===== config.mk =====
export PLATFORM = sky130hd
export DESIGN_NAME = ballot_ctrl
export DESIGN_NICKNAME = d
export VERILOG_FILES = /design/src/rtl/ballot_ctrl.sv
export SDC_FILE = /design/constraint.sdc
export NUM_CORES = 1
export LEC_CHECK = 0
export CAP_MARGIN = 20
export CORE_ASPECT_RATIO = 0.6
export CORE_MARGIN = 8
export CORE_UTILIZATION = 41
export DETAILED_ROUTE_END_ITERATION = 10
export GPL_TIMING_DRIVEN = 0
export PLACE_DENSITY = 0.72
export RECOVER_POWER = 50
export SETUP_SLACK_MARGIN = 0.1
export SLEW_MARGIN = 20
export SYNTH_ARGS = -nofsm -noshare
export SYNTH_HDL_FRONTEND = slang
export SYNTH_SLANG_ARGS = --single-unit

===== constraint.sdc =====
create_clock -name clk -period 1.3 [get_ports clk]
set_input_delay 0.195 -clock clk [delete_from_list [all_inputs] [get_ports clk]]
set_output_delay 0.195 -clock clk [all_outputs]
set_load 0.01 [all_outputs]

===== src/rtl/ballot_ctrl.sv =====
// ballot_ctrl: three-voter majority ballot controller.
// An IDLE/COLLECT/TALLY/RESULT FSM latches the first vote of each voter and
// publishes majority, unanimity and a wrapping count of completed ballots.
// Optional feature: define BALLOT_TIMEOUT_EN to force a tally after
// TIMEOUT_CYCLES COLLECT cycles; without it COLLECT waits indefinitely.

module ballot_ctrl #(
   parameter int unsigned TIMEOUT_CYCLES = 16
) (
   input  logic       clk,
   input  logic       rst,
   input  logic       start,
   input  logic [2:0] vote_vld,
   input  logic [2:0] vote_val,
   input  logic       ack,
   output logic       busy,
   output logic [2:0] voted,
   output logic       result,
   output logic       result_vld,
   output logic       unanimous,
   output logic       timed_out,
   output logic [7:0] ballots
);

   typedef enum logic [1:0] {
      S_IDLE    = 2'd0,
      S_COLLECT = 2'd1,
      S_TALLY   = 2'd2,
      S_RESULT  = 2'd3
   } state_t;

   state_t     state_q, state_d;
   logic [2:0] voted_q, voted_d;
   logic [2:0] votes_q, votes_d;      // latched vote values, 0 for voters not yet heard
   logic       result_q, result_d;
   logic       result_vld_q, result_vld_d;
   logic       unanimous_q, unanimous_d;
   logic [7:0] ballots_q, ballots_d;

`ifdef BALLOT_TIMEOUT_EN
   localparam logic [7:0] TMO_LAST = 8'(TIMEOUT_CYCLES - 1);

   logic [7:0] tmo_cnt_q, tmo_cnt_d;  // COLLECT cycles already spent in this ballot
   logic       timed_out_q, timed_out_d;
`endif

   // Reject a timeout length the 8-bit counter cannot represent.
   if (TIMEOUT_CYCLES < 2 || TIMEOUT_CYCLES > 255) begin : g_bad_timeout
      $error("ballot_ctrl: TIMEOUT_CYCLES must lie in 2..255");
   end

   // Next-state and next-output logic for the ballot FSM.
   always_comb begin
      // NOTE: every _d gets its hold value first so no path through the case can infer a latch.
      state_d      = state_q;
      voted_d      = voted_q;
      votes_d      = votes_q;
      result_d     = result_q;
      result_vld_d = result_vld_q;
      unanimous_d  = unanimous_q;
      ballots_d    = ballots_q;
`ifdef BALLOT_TIMEOUT_EN
      tmo_cnt_d    = tmo_cnt_q;
      timed_out_d  = timed_out_q;
`endif
      unique case (state_q)
         S_IDLE: begin
            if (start) begin
               state_d = S_COLLECT;
               voted_d = 3'b000;
               votes_d = 3'b000;
`ifdef BALLOT_TIMEOUT_EN
               tmo_cnt_d   = 8'd0;
               timed_out_d = 1'b0;
`endif
            end
         end
         S_COLLECT: begin
            // Only voters that have not voted yet may latch; the first vote wins.
            voted_d = voted_q | vote_vld;
            votes_d = votes_q | (vote_vld & ~voted_q & vote_val);
            if (voted_d == 3'b111) begin
               state_d = S_TALLY;
            end
`ifdef BALLOT_TIMEOUT_EN
            else if (tmo_cnt_q == TMO_LAST) begin
               state_d     = S_TALLY;
               timed_out_d = 1'b1;
            end else begin
               tmo_cnt_d = tmo_cnt_q + 8'd1;
            end
`endif
         end
         S_TALLY: begin
            state_d      = S_RESULT;
            result_d     = (votes_q[0] & votes_q[1]) | (votes_q[1] & votes_q[2]) |
                           (votes_q[0] & votes_q[2]);
            unanimous_d  = (voted_q == 3'b111) && (votes_q == 3'b000 || votes_q == 3'b111);
            result_vld_d = 1'b1;
            ballots_d    = ballots_q + 8'd1;
         end
         S_RESULT: begin
            if (ack) begin
               state_d      = S_IDLE;
               result_vld_d = 1'b0;
            end
         end
         default: state_d = S_IDLE;
      endcase
   end

   // State register with synchronous reset that overrides every other input.
   always_ff @(posedge clk) begin
      // NOTE: sequential state uses non-blocking assignments so all registers update together.
      if (rst) begin
         state_q      <= S_IDLE;
         voted_q      <= 3'b000;
         votes_q      <= 3'b000;
         result_q     <= 1'b0;
         result_vld_q <= 1'b0;
         unanimous_q  <= 1'b0;
         ballots_q    <= 8'd0;
`ifdef BALLOT_TIMEOUT_EN
         tmo_cnt_q    <= 8'd0;
         timed_out_q  <= 1'b0;
`endif
      end else begin
         state_q      <= state_d;
         voted_q      <= voted_d;
         votes_q      <= votes_d;
         result_q     <= result_d;
         result_vld_q <= result_vld_d;
         unanimous_q  <= unanimous_d;
         ballots_q    <= ballots_d;
`ifdef BALLOT_TIMEOUT_EN
         tmo_cnt_q    <= tmo_cnt_d;
         timed_out_q  <= timed_out_d;
`endif
      end
   end

   assign busy       = (state_q != S_IDLE);
   assign voted      = voted_q;
   assign result     = result_q;
   assign result_vld = result_vld_q;
   assign unanimous  = unanimous_q;
   assign ballots    = ballots_q;
`ifdef BALLOT_TIMEOUT_EN
   assign timed_out  = timed_out_q;
`else
   assign timed_out  = 1'b0;
`endif

endmodule


==> results.md <==
- Initial DRC count: 37
- Drt pass-1 iters: 4
- Hold crit path type: in -> reg
- Power Density: 1680 mW/mm^2
- Initial antenna violation count: 0
- FFs w/ async S/R, synth: 0%
- Crit-path max FO: 4
- Cell Rows: 13
- Yosys cell types: 33
- Peak supply drop: 0.853 mV
- H-tree levels: 1
- Final Power: 2.49 mW
- Post-Syn Area: 932 um^2
- Most frequent cells in the layout: 14 x dlygate4sd2_1, 11 x dfxtp_1, 10 x nor2_1, 8 x clkdlybuf4s50_1
- Critical Path Start Type: register
- CTS sink cnt: 19
- Worst-Margin Slew: 0.508 ns
- Layout cells sized above 1: 33.8%
- Effective utilization at floorplan: 43.1%
- Die H: 52.9 um
- Clock latency on the worst-skew pair: 0.26 ns
- CP required: 1.49 ns
- Commonest non-fill, non-tap cell in the layout: dlygate4sd2_1
- Highest metal used: met4
- Die width: 77.6 um
- Vias in the first global route: 828
- Io pins: 26
- Syn_area_per_cell: 8.96 um^2
- Leakage Power: 0.611 nW
- Port buffer count: 23
- Period utilization: 110%
- Root Driver: clkbuf_8
- Placer Congestion: 0.782
- Post-synthesis sequential element count: 19
- Number of synthesized flops with an enable pin: 0
- Clk_skew: 0.00757 ns
- Predominant post-synthesis flop cell: dfxtp_1
- CTS tree: built
- Post-DP HPWL: 1680 um
- Met1 wire length: 1110 um
- Inst Count DP: 157
- Pins Over Slew Limit: 0
- Finished Layout Cells: 169
- Per-cell routed wire length: 14.4 um
- Top cell type's share of synthesized area: 40.8%
- Failing checks: negative setup slack
- Max incr delay on CP: 0.39 ns
- Min Tclk post-route: 1.44 ns
- CTS Buf Count: 3
- Max-Cap Viols: 0
- Mapped Nets: 119
- Crit path cell chain: inv_4 > ha_4 > nor2b_4 > a2111oi_4 > mux2i_1
- Maximum clock path buffer count: 2
- Slew headroom: 66.1%
- N_diodes: 0
- Routed vias/inst: 5.12
- Die ar.: 0.00411 mm^2
- Seq/Total Area, Yosys: 40.8%
- Final Hold Viols: 0
- Status: finished with violations
- Largest net degree at the start of global routing: 11
- Gr ovfl total: 0
- Synth area leaders: dfxtp_1 41%, ha_1 6.7%, a21oi_1 5.4%
- Global Route Usage Sum: 11.8%
- Worst Slack Setup Final: -0.135 ns
- Final ANT Viol Nets: 0
- Nets: 155
- CTS clk-pin slew, worst paths: 0.07 ns
- Final setup violation count: 11
- Critical path endpoint category: register
- Crit-path slowest cell: dfxtp_4
- Met2 wire length: 1140 um
- Worst EP arrival: 1.62 ns
- Layout area overhead: 59.1%
- Met3 WL: 145 um
- Core Box Area: 0.00216 mm^2
- Gate Count Post-Synth: 104
- Vias: 865
- Final core utilization: 68.5%
- Synth area leader: dfxtp_1
- DRC viols: 0
- Total wire length: 2440 um
- Hold-fix buffer count after cts: 0
- Critical path class: reg -> reg
- RSZ-0062 raised after global routing: true
- Ys Warns: 0
- First-pass GRT wire length: 3880 um
- Peak Freq: 0.697 GHz
final timing paths:
| path | cells after the start | slack, ns | startpoint | to |
|---|---|---|---|---|
| worst max register to register | 5 | -0.14 | state_q[0]$_SDFFE_PP0P_ | state_q[0]$_SDFFE_PP0P_ |
| worst min register to register | 2 | 0.49 | result$_SDFFE_PP0P_ | result$_SDFFE_PP0P_ |
| worst min-delay path | 2 | 0.35 | rst | result$_SDFFE_PP0P_ |
| worst max-delay path | 5 | -0.14 | state_q[0]$_SDFFE_PP0P_ | state_q[0]$_SDFFE_PP0P_ |
kinds of logic (layout without fill, tap and decap cells):
group / Yosys count / after routing / synth area share, %
buf+inv: 10 / 45 / 4.56
xor+xnor: 4 / 4 / 3.76
other cells: 1 / 1 / 0.402
compound gates: 23 / 23 / 17.3
simple gates: 38 / 38 / 22.0
fa+ha+maj: 5 / 5 / 6.71
flops: 19 / 19 / 40.8
mux: 4 / 4 / 4.43
registers in the layout (all words and copies together), names as in the netlist:
| name | flops |
|---|---|
| unanimous | 1 |
| result_vld | 1 |
| state_q | 2 |
| ballots | 8 |
| votes_q | 3 |
| voted | 3 |
| result | 1 |
metal layers:
layer,track usage (%),vias up
li1,-,438
met1,13.6,398
met2,20.6,22
met3,4.56,7
met4,2.80,0
met5,0,-
power breakdown:
part,internal (mW),switching (mW),total [mW]
combinational,0.707,0.536,1.24
sequential,0.702,0.132,0.834
clock,0.218,0.198,0.417
total,1.63,0.866,2.49
Yosys cell counts (3+ instances only):
cell type and n:
ha_1 5, mux2i_1 3, nand2_1 6, xor2_1 3, nor2b_1 3, nor3_1 3
nand2b_1 5, inv_1 6, dfxtp_1 19, a21oi_1 10, nor2_1 11, a41oi_1 3
o21ai_0 4
area by class of cell:
type | count | area (um^2)
Clock buffer | 4 | 45.0
Inverter | 6 | 27.5
Sequential cell | 19 | 398
Fill cell | 161 | 681
Multi-Input combinational cell | 75 | 652
Tap cell | 30 | 37.5
Buffer | 4 | 26.3
Timing Repair Buffer | 31 | 297
what timing repair did:
action	4_1_cts	5_1_grt
resized for setup	34	18
setup endpoints to repair	30	19
cloned	1	0
pin swaps	10	7
hold endpoints to repair	0	0
setup buffers	5	3
through the flow:
step	setup TNS (ns)	area (um^2)	setup WS [ns]	hold slack, ns
2_1_floorplan	-0.0504	983	-0.0253	0.336
3_3_place_gp	-1.08	1250	-0.292	0.458
3_5_place_dp	-1.05	1250	-0.275	0.463
4_1_cts	-0.559	1420	-0.126	0.381
5_1_grt	-1.64	1480	-0.221	0.424
6_report	-0.781	1480	-0.135	0.354
critical path, delay by kind of cell (launching register included):
| kind | cells | cell delay (ns) |
|---|---|---|
| flops | 1 | 0.39 |
| simple gates | 1 | 0.13 |
| mux | 1 | 0.23 |
| buf+inv | 1 | 0.05 |
| fa+ha+maj | 1 | 0.17 |
| compound gates | 1 | 0.38 |
Note: power is estimated with default switching activity, not from simulation.
